`src/rtl/mult_seq_ctrl.sv`:
```
// ---------------------------------------------------------------------------
// mult_seq_ctrl
//   Control stage of a repeated-addition multiplier. It sequences the loads
//   of the A and B operand registers and owns the multiplier down-counter.
//   It clears the product register, then pulses ld_p once per remaining
//   addition, so the datapath computes P = A * B by adding A into P B times.
//
// Ports
//   clk        in   rising-edge clock
//   rst_n      in   asynchronous active-low reset
//   start      in   multiply request, sampled only in IDLE
//   data_in    in   [WIDTH] operand bus: A during LOAD_A, B during LOAD_B
//   ld_a       out  A operand register load enable
//   ld_b       out  B operand register load enable
//   ld_p       out  product register accumulate enable (P <= P + A)
//   clr_p      out  product register synchronous clear
//   busy       out  high in every state except IDLE
//   done       out  one-cycle pulse, product register holds the result
//   count      out  [WIDTH] remaining additions
//   state_dbg  out  [3] current FSM state, for observation only
//
// Handshake: start is a level request with no ready. It is looked at only in
// IDLE; while busy it is ignored and not queued. A start still high in the
// IDLE cycle after done begins a new run on the next edge.
// ---------------------------------------------------------------------------
module mult_seq_ctrl #(
  parameter int WIDTH = 16
) (
  input  logic             clk,
  input  logic             rst_n,
  input  logic             start,
  input  logic [WIDTH-1:0] data_in,
  output logic             ld_a,
  output logic             ld_b,
  output logic             ld_p,
  output logic             clr_p,
  output logic             busy,
  output logic             done,
  output logic [WIDTH-1:0] count,
  output logic [2:0]       state_dbg
);

  typedef enum logic [2:0] {
    S_IDLE   = 3'd0,
    S_LOAD_A = 3'd1,
    S_LOAD_B = 3'd2,
    S_ADD    = 3'd3,
    S_DONE   = 3'd4
  } state_e;

  state_e           state_q, state_d;
  logic [WIDTH-1:0] count_q, count_d;

  logic ld_a_q,  ld_a_d;
  logic ld_b_q,  ld_b_d;
  logic ld_p_q,  ld_p_d;
  logic clr_p_q, clr_p_d;
  logic busy_q,  busy_d;
  logic done_q,  done_d;

  // Next state and counter.
  always_comb begin
    state_d = state_q;
    count_d = count_q;
    case (state_q)
      S_IDLE: begin
        if (start) state_d = S_LOAD_A;
      end
      S_LOAD_A: begin
        state_d = S_LOAD_B;
      end
      S_LOAD_B: begin
        count_d = data_in;
        // B == 0 skips ADD entirely, so the counter is never decremented
        // from zero.
        state_d = (data_in == '0) ? S_DONE : S_ADD;
      end
      S_ADD: begin
        count_d = count_q - WIDTH'(1);
        if (count_q == WIDTH'(1)) state_d = S_DONE;
      end
      S_DONE: begin
        count_d = '0;
        state_d = S_IDLE;
      end
      default: begin
        count_d = '0;
        state_d = S_IDLE;
      end
    endcase
  end

  // Outputs are decoded from the next state and registered, so each output
  // register holds exactly the Moore decode of state_q. ld_p and clr_p come
  // from different states and can never be high together, which matters
  // because the product register lets a load win over a clear.
  always_comb begin
    ld_a_d  = 1'b0;
    ld_b_d  = 1'b0;
    ld_p_d  = 1'b0;
    clr_p_d = 1'b0;
    done_d  = 1'b0;
    busy_d  = (state_d != S_IDLE);
    case (state_d)
      S_LOAD_A: ld_a_d = 1'b1;
      S_LOAD_B: begin
        ld_b_d  = 1'b1;
        clr_p_d = 1'b1;
      end
      S_ADD:    ld_p_d = 1'b1;
      S_DONE:   done_d = 1'b1;
      default:  ;
    endcase
  end

  always_ff @(posedge clk or negedge rst_n) begin
    if (!rst_n) begin
      state_q <= S_IDLE;
      count_q <= '0;
      ld_a_q  <= 1'b0;
      ld_b_q  <= 1'b0;
      ld_p_q  <= 1'b0;
      clr_p_q <= 1'b0;
      busy_q  <= 1'b0;
      done_q  <= 1'b0;
    end else begin
      state_q <= state_d;
      count_q <= count_d;
      ld_a_q  <= ld_a_d;
      ld_b_q  <= ld_b_d;
      ld_p_q  <= ld_p_d;
      clr_p_q <= clr_p_d;
      busy_q  <= busy_d;
      done_q  <= done_d;
    end
  end

  assign ld_a      = ld_a_q;
  assign ld_b      = ld_b_q;
  assign ld_p      = ld_p_q;
  assign clr_p     = clr_p_q;
  assign busy      = busy_q;
  assign done      = done_q;
  assign count     = count_q;
  assign state_dbg = state_q;

endmodule

```
`config.mk`:
```
export PLATFORM = sky130hd
export DESIGN_NAME = mult_seq_ctrl
export DESIGN_NICKNAME = d
export VERILOG_FILES = /design/src/rtl/mult_seq_ctrl.sv
export SDC_FILE = /design/constraint.sdc
export NUM_CORES = 1
export LEC_CHECK = 0
export BUFFER_PORTS_ARGS = -buffer_cell sky130_fd_sc_hd__buf_2
export CORE_UTILIZATION = 49
export DETAILED_ROUTE_END_ITERATION = 7
export PLACE_DENSITY = 0.76
export REMOVE_ABC_BUFFERS = 1
export SYNTH_ARGS = -nofsm -noshare
export SYNTH_HDL_FRONTEND = slang
export SYNTH_SLANG_ARGS = --single-unit
```
`constraint.sdc`:
```
create_clock -name clk -period 4.2 [get_ports clk]
set_input_delay 0.42 -clock clk [delete_from_list [all_inputs] [get_ports clk]]
set_output_delay 0.42 -clock clk [all_outputs]
set_load 0.02 [all_outputs]
```
==> impl_metrics.ini, run 1 <==
[critical_path]
crit_start = state_dbg[0]$_DFF_PN0_
crit_fanout = 22
crit_slowest_cell = dfrtp_1
rr_endpoint = count[14]$_DFFE_PN0N_
startpoint_type = flip-flop
crit_required_ns = 4.45
reg2reg_depth = 4
cp_cell_sequence = inv_1, or3_1, or4_1, a31oi_1
end_kind = flip-flop
slowest_delay_ns = 0.86
r2r_start = state_dbg[0]$_DFF_PN0_
cp-endpoint = count[14]$_DFFE_PN0N_
cp.arrival_ns = 2.68
ff2ff_setup_slack_ns = 1.77
critPathKind = flip-flop to flip-flop

[finish]
syn_to_final_growth_pct = 15.1
fin_nets = 225
drive_above_1_share_pct = 27.1
register_area_um2 = 601
n_fill_cell = 272
antenna_cells = 0
multi_input_area_um2 = 781

[sta]
setup_viol = 0
tightest_slew_ns = 0.759
hold_viol = 0
rsz0062_at_grt = false
finClkSkew_ns = 0.00450
fin_crit_sh_pct = 57.8
fmax_ghz = 0.412
finalCriticalPeriod_ns = 2.43
max_slew_margin_pct = 49.4
fin_tns_setup_ns = 0
worst_slack_ns = 1.77
final_max_slew_viol_count = 0

[placement]
gp_congestion = 0.930
dp_slack_ns = 1.87
hpwl_um = 2940
io_buffers = 43

[yosys]
synth_top_area_cell = dfrtp_1
synthAdderAreaFrac_pct = 1.68
synth_top_family_by_area = simple AND/OR/NAND/NOR gates
yosysUniqueCellTypes = 46
synth_warnings = 0
synth_flop_cell = dfrtp_1
synth-simple-area-share_pct = 30.1
synth_xor_area_share_pct = 0
ys_top_cells_by_count = 24 x dfrtp_1, 19 x nor2_1, 13 x nor3_1
netlist_area_um2 = 1490
synthTopCellsByArea = dfrtp_1 40%, nor2_1 4.8%, nor3_1 4.4%
synthMuxAreaShare_pct = 2.10
ys_seq_elements = 24
synth_top_area_share_pct = 40.3
yosysMostFrequentCell = dfrtp_1
synthArstFlopShare_pct = 100
synth_compound_area_share_pct = 18.6
ys_seq_area_share_pct = 40.3
synth_edf_count = 0
synth.avg_cell_area_um2 = 8.97
syn_inst = 166

[power_and_ir_drop]
ir_worst_vdd_mv = 0.239
power_mw = 0.582
p_leak_nw = 0.756
pwr_density_cell_nw_per_um2 = 339

[clock_network]
cts_hold_buf = 0
cts_root_buffer = clkbuf_4
cts-resized-gates = 0
clkTransAtPathRegs_ns = 0.14
clock_path_buffers = 2
insertion_delay_ns = 0.32
htreeDepth = 1
cts_tree = built
cts.sinks = 24
numCtsBuffers = 3
cts_setup_buffers = 0

[detailed_routing]
via_per_inst = 6.52
drcViolationCount = 4
vias = 1526
firstDrtPassIters = 6
wl_um = 4040
ant_nets = 0
post_drt_wl_per_cell_um = 17.3
drtIter0Drc = 54

[floorplan]
dieWidth_um = 57.1
die_h_um = 57.1
core_area_um2 = 2830
dieArea_um2 = 3260
io_pins = 44
start_util_pct = 52.6
rows = 19

[global_route]
grt_pass1_vias = 1360
grt_pass1_wl_um = 6710
grt_max_degree = 25
overflow = 0
track_usage_pct = 26.7
antenna_found_initial = 0

[min_path]
hold_class = primary input to async pin

[run]
cap_violations = 0

[outcome]
outcome = finished with violations
violations = design-rule violations
==> logic make-up after synthesis <==
logic type / after synthesis
adder cells (fa/ha/maj): 2
multiplexers: 3
AO/OA/AOI/OAI: 38
buffers and inverters: 16
AND/OR/NAND/NOR: 83
flip-flops: 24
==> area by class of cell <==
| cell class | instances | area share (%) |
|---|---|---|
| Multi-Input combinational cell | 126 | 45.5 |
| Sequential cell | 24 | 35.0 |
| Timing Repair Buffer | 44 | 13.0 |
| Tap cell | 31 | 2.26 |
| Clock inverter | 1 | 1.75 |
| Clock buffer | 3 | 1.31 |
| Inverter | 5 | 1.09 |
==> report_power, final <==
part / internal [mW] / total, mW / switching [mW]
sequential: 0.253 / 0.298 / 0.0450
clock: 0.0964 / 0.171 / 0.0744
combinational: 0.0457 / 0.113 / 0.0669
==> per-layer routing <==
metal	wire length, um	global-route usage [%]	vias to the layer above
met5	0	0	-
met4	65	8.71	0
met3	378	3.63	8
met2	1920	41.5	88
met1	1680	38.5	726
li1	-	-	704
==> flip-flops by register name, summed over array words and instances (netlist names) <==
signal,count
clr_p,1
busy,1
count,16
ld_p,1
ld_a,1
state_dbg,3
done,1
==> layout by cell type (no fill, tap or decap), types with 4 or more instances in the layout <==
cell,n
buf_2,43
dfrtp_1,24
nor2_1,19
nor3_1,13
nand2_1,11
nor4_1,9
inv_1,5
o21ai_0,5
a21oi_1,5
nor2b_1,4
or3_1,4
a31oi_1,4
==> stage by stage <==
stage                     util (%)  area [um^2]  instances  hold slack (ns)
after detailed placement      58.7         1660        230            0.437
after CTS                     60.6         1710        234           0.0764
final                         60.6         1710        234           0.0589
after floorplan                  -         1400        155            0.124
after global placement        58.7         1660        230            0.425
after global routing          60.6         1710        234           0.0983
==> worst min-delay path by stage <==
stage,start,to,slack [ns]
global route,rst_n,busy$_DFF_PN0_,0.1
global placement,rst_n,clr_p$_DFF_PN0_,0.43
detailed placement,rst_n,busy$_DFF_PN0_,0.44
CTS,rst_n,busy$_DFF_PN0_,0.08
finish,rst_n,busy$_DFF_PN0_,0.06
floorplan,rst_n,busy$_DFF_PN0_,0.12
==> critical path: cells and delay by family (launching register included) <==
family	cells	cell delay, ns
AOI/OAI and AO/OA	1	0.14
buffers and inverters	1	0.52
DFF	1	0.86
and+or+nand+nor	2	0.83
No activity file was read; power rests on OpenSTA's default activity.
==> run 2, diff against run 1 <==
==> constraint.sdc (replaced) <==
create_clock -name clk -period 2.4 [get_ports clk]
set_input_delay 0.24 -clock clk [delete_from_list [all_inputs] [get_ports clk]]
set_output_delay 0.24 -clock clk [all_outputs]
set_load 0.02 [all_outputs]
==> run 2 against run 1 <==
Effect of this change: the flow still finishes with violations (design-rule violations); count of clock-buffer cells in the layout is the same; hold slack gained 0.092 ns; global-route usage grew 1.3 points; sequential power grew 74%; clock skew grew 0.0011 ns; setup slack lost 1.6 ns; combinational power grew 80%; power grew 54%; register-to-register slack lost 1.6 ns; core utilization grew 0.62 points; critical endpoint unchanged; largest power group unchanged.
==> impl_metrics.ini, run 2 (synthesis results as in run 1) <==
[finish]
post-route-cell-area_um2 = 1730
final_common_cell = buf_2
final_cell_mix = 43 x buf_2, 24 x dfrtp_1, 19 x nor2_1, 13 x nor3_1, 11 x nand2_1
largest_reg_flops = 16
drive_above_1_share_pct = 28.4
fin_nets = 231
n_fill_cell = 245
syn_to_final_growth_pct = 16.3
fin_util_pct = 61.2
final_cell_count_no_fill = 239
antenna_cells = 0

[critical_path]
critPathBufInv = 0
startpoint_type = flip-flop
crit_family = simple AND/OR/NAND/NOR gates
critPathKind = flip-flop to flip-flop
end_kind = flip-flop
slowest_delay_ns = 0.59
cp_common_cell = or4_4
cp.arrival_ns = 2.51
crit_slowest_cell = or4_4
crit_required_ns = 2.65
cp_cell_sequence = or4_4, or4_4, or4_1, a31oi_1
crit_fanout = 7

[clock_network]
clock_path_buffers = 2
cts_root_buffer = clkbuf_4
insertion_delay_ns = 0.31
htreeDepth = 1
clkTransAtPathRegs_ns = 0.13
cts_tree = built
cts.sinks = 24
numCtsBuffers = 3
cts_setup_buffers = 0

[power_and_ir_drop]
p_leak_nw = 0.771
ir_worst_vdd_mv = 0.672
power_mw = 0.898
pwr_density_cell_nw_per_um2 = 519

[floorplan]
start_util_pct = 52.6
io_pins = 44
core_area_um2 = 2830
die_h_um = 57.1
dieArea_um2 = 3260
rows = 19
dieWidth_um = 57.1

[detailed_routing]
ant_nets = 0
post_drt_wl_per_cell_um = 17.9
firstDrtPassIters = 6
drtIter0Drc = 117
drcViolationCount = 5
vias = 1578
via_per_inst = 6.60
wl_um = 4270

[sta]
fin_tns_setup_ns = 0
max_slew_margin_pct = 63.8
fmax_ghz = 0.443
hold_viol = 0
tightest_slew_ns = 0.543
finClkSkew_ns = 0.00559
worst_slack_ns = 0.142
final_max_slew_viol_count = 0
fin_crit_sh_pct = 94.1
setup_viol = 0
rsz0062_at_grt = false
hold_ws_ns = 0.150
finalCriticalPeriod_ns = 2.26

[placement]
gp_congestion = 0.949
dp_slack_ns = 0.154
placed_cell_area_um2 = 1700
hpwl_um = 3220
placed_cells = 235
io_buffers = 43

[global_route]
grt_pass1_vias = 1439
overflow = 0
track_usage_pct = 28.0
grt_pass1_wl_um = 6980
antenna_found_initial = 0
grt_max_degree = 25

[outcome]
outcome = finished with violations
violations = design-rule violations

[run]
cap_violations = 0

[min_path]
hold_class = primary input to flip-flop
==> run 2: changes by cell type in the layout (fill, tap and decap cells not counted) <==
cell,delta
dlygate4sd3_1,+1
buf_4,+5
bufinv_16,-1
==> run 2: tightest hold or removal path, delay by kind of cell <==
| kind | cells | cell delay, ns |
|---|---|---|
| AND/OR/NAND/NOR | 2 | 0.11 |
| buffers and inverters | 1 | 0.09 |
==> run 2: timing repair <==
| action | CTS | global route |
|---|---|---|
| endpoints found under the hold margin | 24 | 0 |
| hold buffers | 1 | 0 |
| resized for setup | 0 | 0 |
==> run 2: cell type report <==
cell class              instances  area, um^2  share of cell area, %
clock buffers                   3        22.5                   1.30
inverters                       5        18.8                   1.08
multi-input cells             126         781                   45.1
flip-flops and latches         24         601                   34.7
well taps                      31        38.8                   2.24
repair buffers                 50         270                   15.6
==> run 2: power by group <==
group,switching [mW],internal (mW),total (mW)
sequential,0.0775,0.443,0.520
combinational,0.122,0.0812,0.203
clock,0.116,0.0587,0.175
total,0.315,0.583,0.898
==> run 2: metal layers <==
metal  track usage [%]  wire, um  vias to the layer above
met1              37.7      1740                      733
li1                  -         -                      713
met3              3.85       378                       23
met2              45.5      1990                      109
met5                 0         0                        -
met4              11.5       158                        0
==> run 2: worst paths after layout <==
check,endpoint,slack [ns],start,cells past startpoint
worst max-delay path,count[14]$_DFFE_PN0N_,0.14,count[8]$_DFFE_PN0N_,4
worst min-delay path,busy$_DFF_PN0_,0.15,start,3
worst max register to register,count[14]$_DFFE_PN0N_,0.14,count[8]$_DFFE_PN0N_,4
worst min register to register,count[9]$_DFFE_PN0N_,0.62,count[9]$_DFFE_PN0N_,2
max in group asynchronous,count[4]$_DFFE_PN0N_,1.61,rst_n,2
min in group asynchronous,clr_p$_DFF_PN0_,0.43,rst_n,2
==> run 3, diff against run 2 <==
--- a/config.mk
+++ b/config.mk
@@ -9,7 +9,6 @@
 export CORE_UTILIZATION = 49
 export DETAILED_ROUTE_END_ITERATION = 7
 export PLACE_DENSITY = 0.76
-export REMOVE_ABC_BUFFERS = 1
 export SYNTH_ARGS = -nofsm -noshare
 export SYNTH_HDL_FRONTEND = slang
 export SYNTH_SLANG_ARGS = --single-unit
==> run 3 against run 2 <==
Effect of this change: the run still ends with design-rule violations left; core utilization grew 0.80 points; via count is 0.63% lower; non-clock buffer count fell by 1; combinational power barely moved; register-to-register slack about the same; critical path depth stayed put; cell area rose by 1.3%; die area unchanged; hold slack got worse by 0.0057 ns; first-iteration DRC count is 5.1% lower; largest power group unchanged.
==> impl_metrics.ini, run 3 (synthesis results as in run 1) <==
[outcome]
outcome = finished with violations
violations = design-rule violations

[sta]
max_slew_margin_pct = 63.0
fmax_ghz = 0.443
fin_crit_sh_pct = 94.1
finalCriticalPeriod_ns = 2.26
final_max_slew_viol_count = 0
hold_viol = 0
finClkSkew_ns = 0.0101
hold_ws_ns = 0.145
tightest_slew_ns = 0.555
rsz0062_at_grt = false
setup_viol = 0
fin_tns_setup_ns = 0
worst_slack_ns = 0.141

[clock_network]
cts_tree = built
cts-resized-gates = 0
htreeDepth = 1
clock_path_buffers = 2
clkTransAtPathRegs_ns = 0.15
numCtsBuffers = 3
insertion_delay_ns = 0.33
cts.sinks = 24
cts_root_buffer = clkbuf_4

[critical_path]
cp-endpoint = count[14]$_DFFE_PN0N_
ff2ff_setup_slack_ns = 0.14
crit_required_ns = 2.66
critPathKind = flip-flop to flip-flop
rr_endpoint = count[14]$_DFFE_PN0N_
r2r_start = count[8]$_DFFE_PN0N_
startpoint_type = flip-flop
critPathBufInv = 0
cp.depth = 4
crit_family = simple AND/OR/NAND/NOR gates
crit_slowest_cell = or4_4
crit_start = count[8]$_DFFE_PN0N_
cp_cell_sequence = or4_4, or4_4, or4_1, a31oi_1
crit_fanout = 7
end_kind = flip-flop
reg2reg_depth = 4
cp_common_cell = or4_4
slowest_delay_ns = 0.60
cp.arrival_ns = 2.51

[placement]
placed_cells = 234
hpwl_um = 3080
dp_slack_ns = 0.181
io_buffers = 43
gp_congestion = 0.922

[finish]
drive_above_1_share_pct = 28.4
final_cell_count_no_fill = 239
antenna_cells = 0
final_cell_mix = 43 x buf_2, 24 x dfrtp_1, 19 x nor2_1, 13 x nor3_1, 11 x nand2_1
syn_to_final_growth_pct = 17.8
largest_reg_flops = 16
fin_nets = 230
final_common_cell = buf_2

[global_route]
grt_pass1_wl_um = 6920
antenna_found_initial = 0
track_usage_pct = 27.5
grt_max_degree = 25
overflow = 0
grt_pass1_vias = 1432

[detailed_routing]
vias = 1568
wl_um = 4270
drtIter0Drc = 111
firstDrtPassIters = 7
drcViolationCount = 9
via_per_inst = 6.56
ant_nets = 0
post_drt_wl_per_cell_um = 17.9

[yosys]
synthesis.nets = 187

[run]
cap_violations = 0

[min_path]
hold_class = primary input to flip-flop

[power_and_ir_drop]
pwr_density_cell_nw_per_um2 = 587
ir_worst_vdd_mv = 0.272
p_leak_nw = 0.781

[floorplan]
core_area_um2 = 2830
rows = 19
die_h_um = 57.1
dieWidth_um = 57.1
dieArea_um2 = 3260
io_pins = 44
start_util_pct = 52.6
run 3: cell types whose count changed in the layout (fill, tap and decap cells not counted):
cell       before  now
buf_4           6    5
bufinv_16       0    1
run 3: how the worst min path moves through the flow:
stage               startpoint                   end  slack, ns  cells after the start
detailed placement       rst_n        done$_DFF_PN0_       0.26                      1
finish                   start        busy$_DFF_PN0_       0.14                      3
global route             start        busy$_DFF_PN0_       0.17                      3
CTS                      start        busy$_DFF_PN0_       0.15                      3
global placement         rst_n  count[5]$_DFFE_PN0N_       0.25                      1
floorplan                rst_n        busy$_DFF_PN0_      -0.06                      0
run 3: worst min-delay path: cells and delay by family:
kind                   cells  cell delay, ns
buffers and inverters      1            0.10
and+or+nand+nor            2            0.11
run 3: routing by layer:
layer	wire, um	up-vias	track usage, %	share of wire [%]
met2	1880	111	42.0	44
li1	-	714	-	-
met1	1840	723	38.0	43
met3	398	20	4.31	9.3
met5	0	-	0	0
met4	153	0	13.9	3.6
run 3: power by group:
group | internal (mW) | switching, mW
logic | 0.0812 | 0.119
registers | 0.443 | 0.0822
clock network | 0.169 | 0.135
total | 0.693 | 0.337
run 3: cell type report:
cell class | count | area (um^2)
clock inverter | 1 | 30.0
clock buffer | 3 | 22.5
timing repair buffer | 49 | 263
tap | 31 | 38.8
fill | 257 | 1070
sequential | 24 | 601
multi-input combinational | 126 | 781
inverter | 5 | 18.8
run 3: metrics by stage:
| stage | area, um^2 | total power, mW | util, % |
|---|---|---|---|
| floorplan | 1490 | 0.632 | - |
| global placement | 1690 | 0.718 | 59.8 |
| detailed placement | 1690 | 0.728 | 59.8 |
| CTS | 1750 | 1.03 | 62.0 |
| global route | 1750 | 1.07 | 62.0 |
| finish | 1750 | 1.03 | 62.0 |
run 3: what timing repair did:
item / in CTS / in global routing
buffers inserted: 0 / 0
hold endpoints to repair: 24 / 0
hold buffers: 1 / 0
endpoints found under the setup margin: 0 / 0
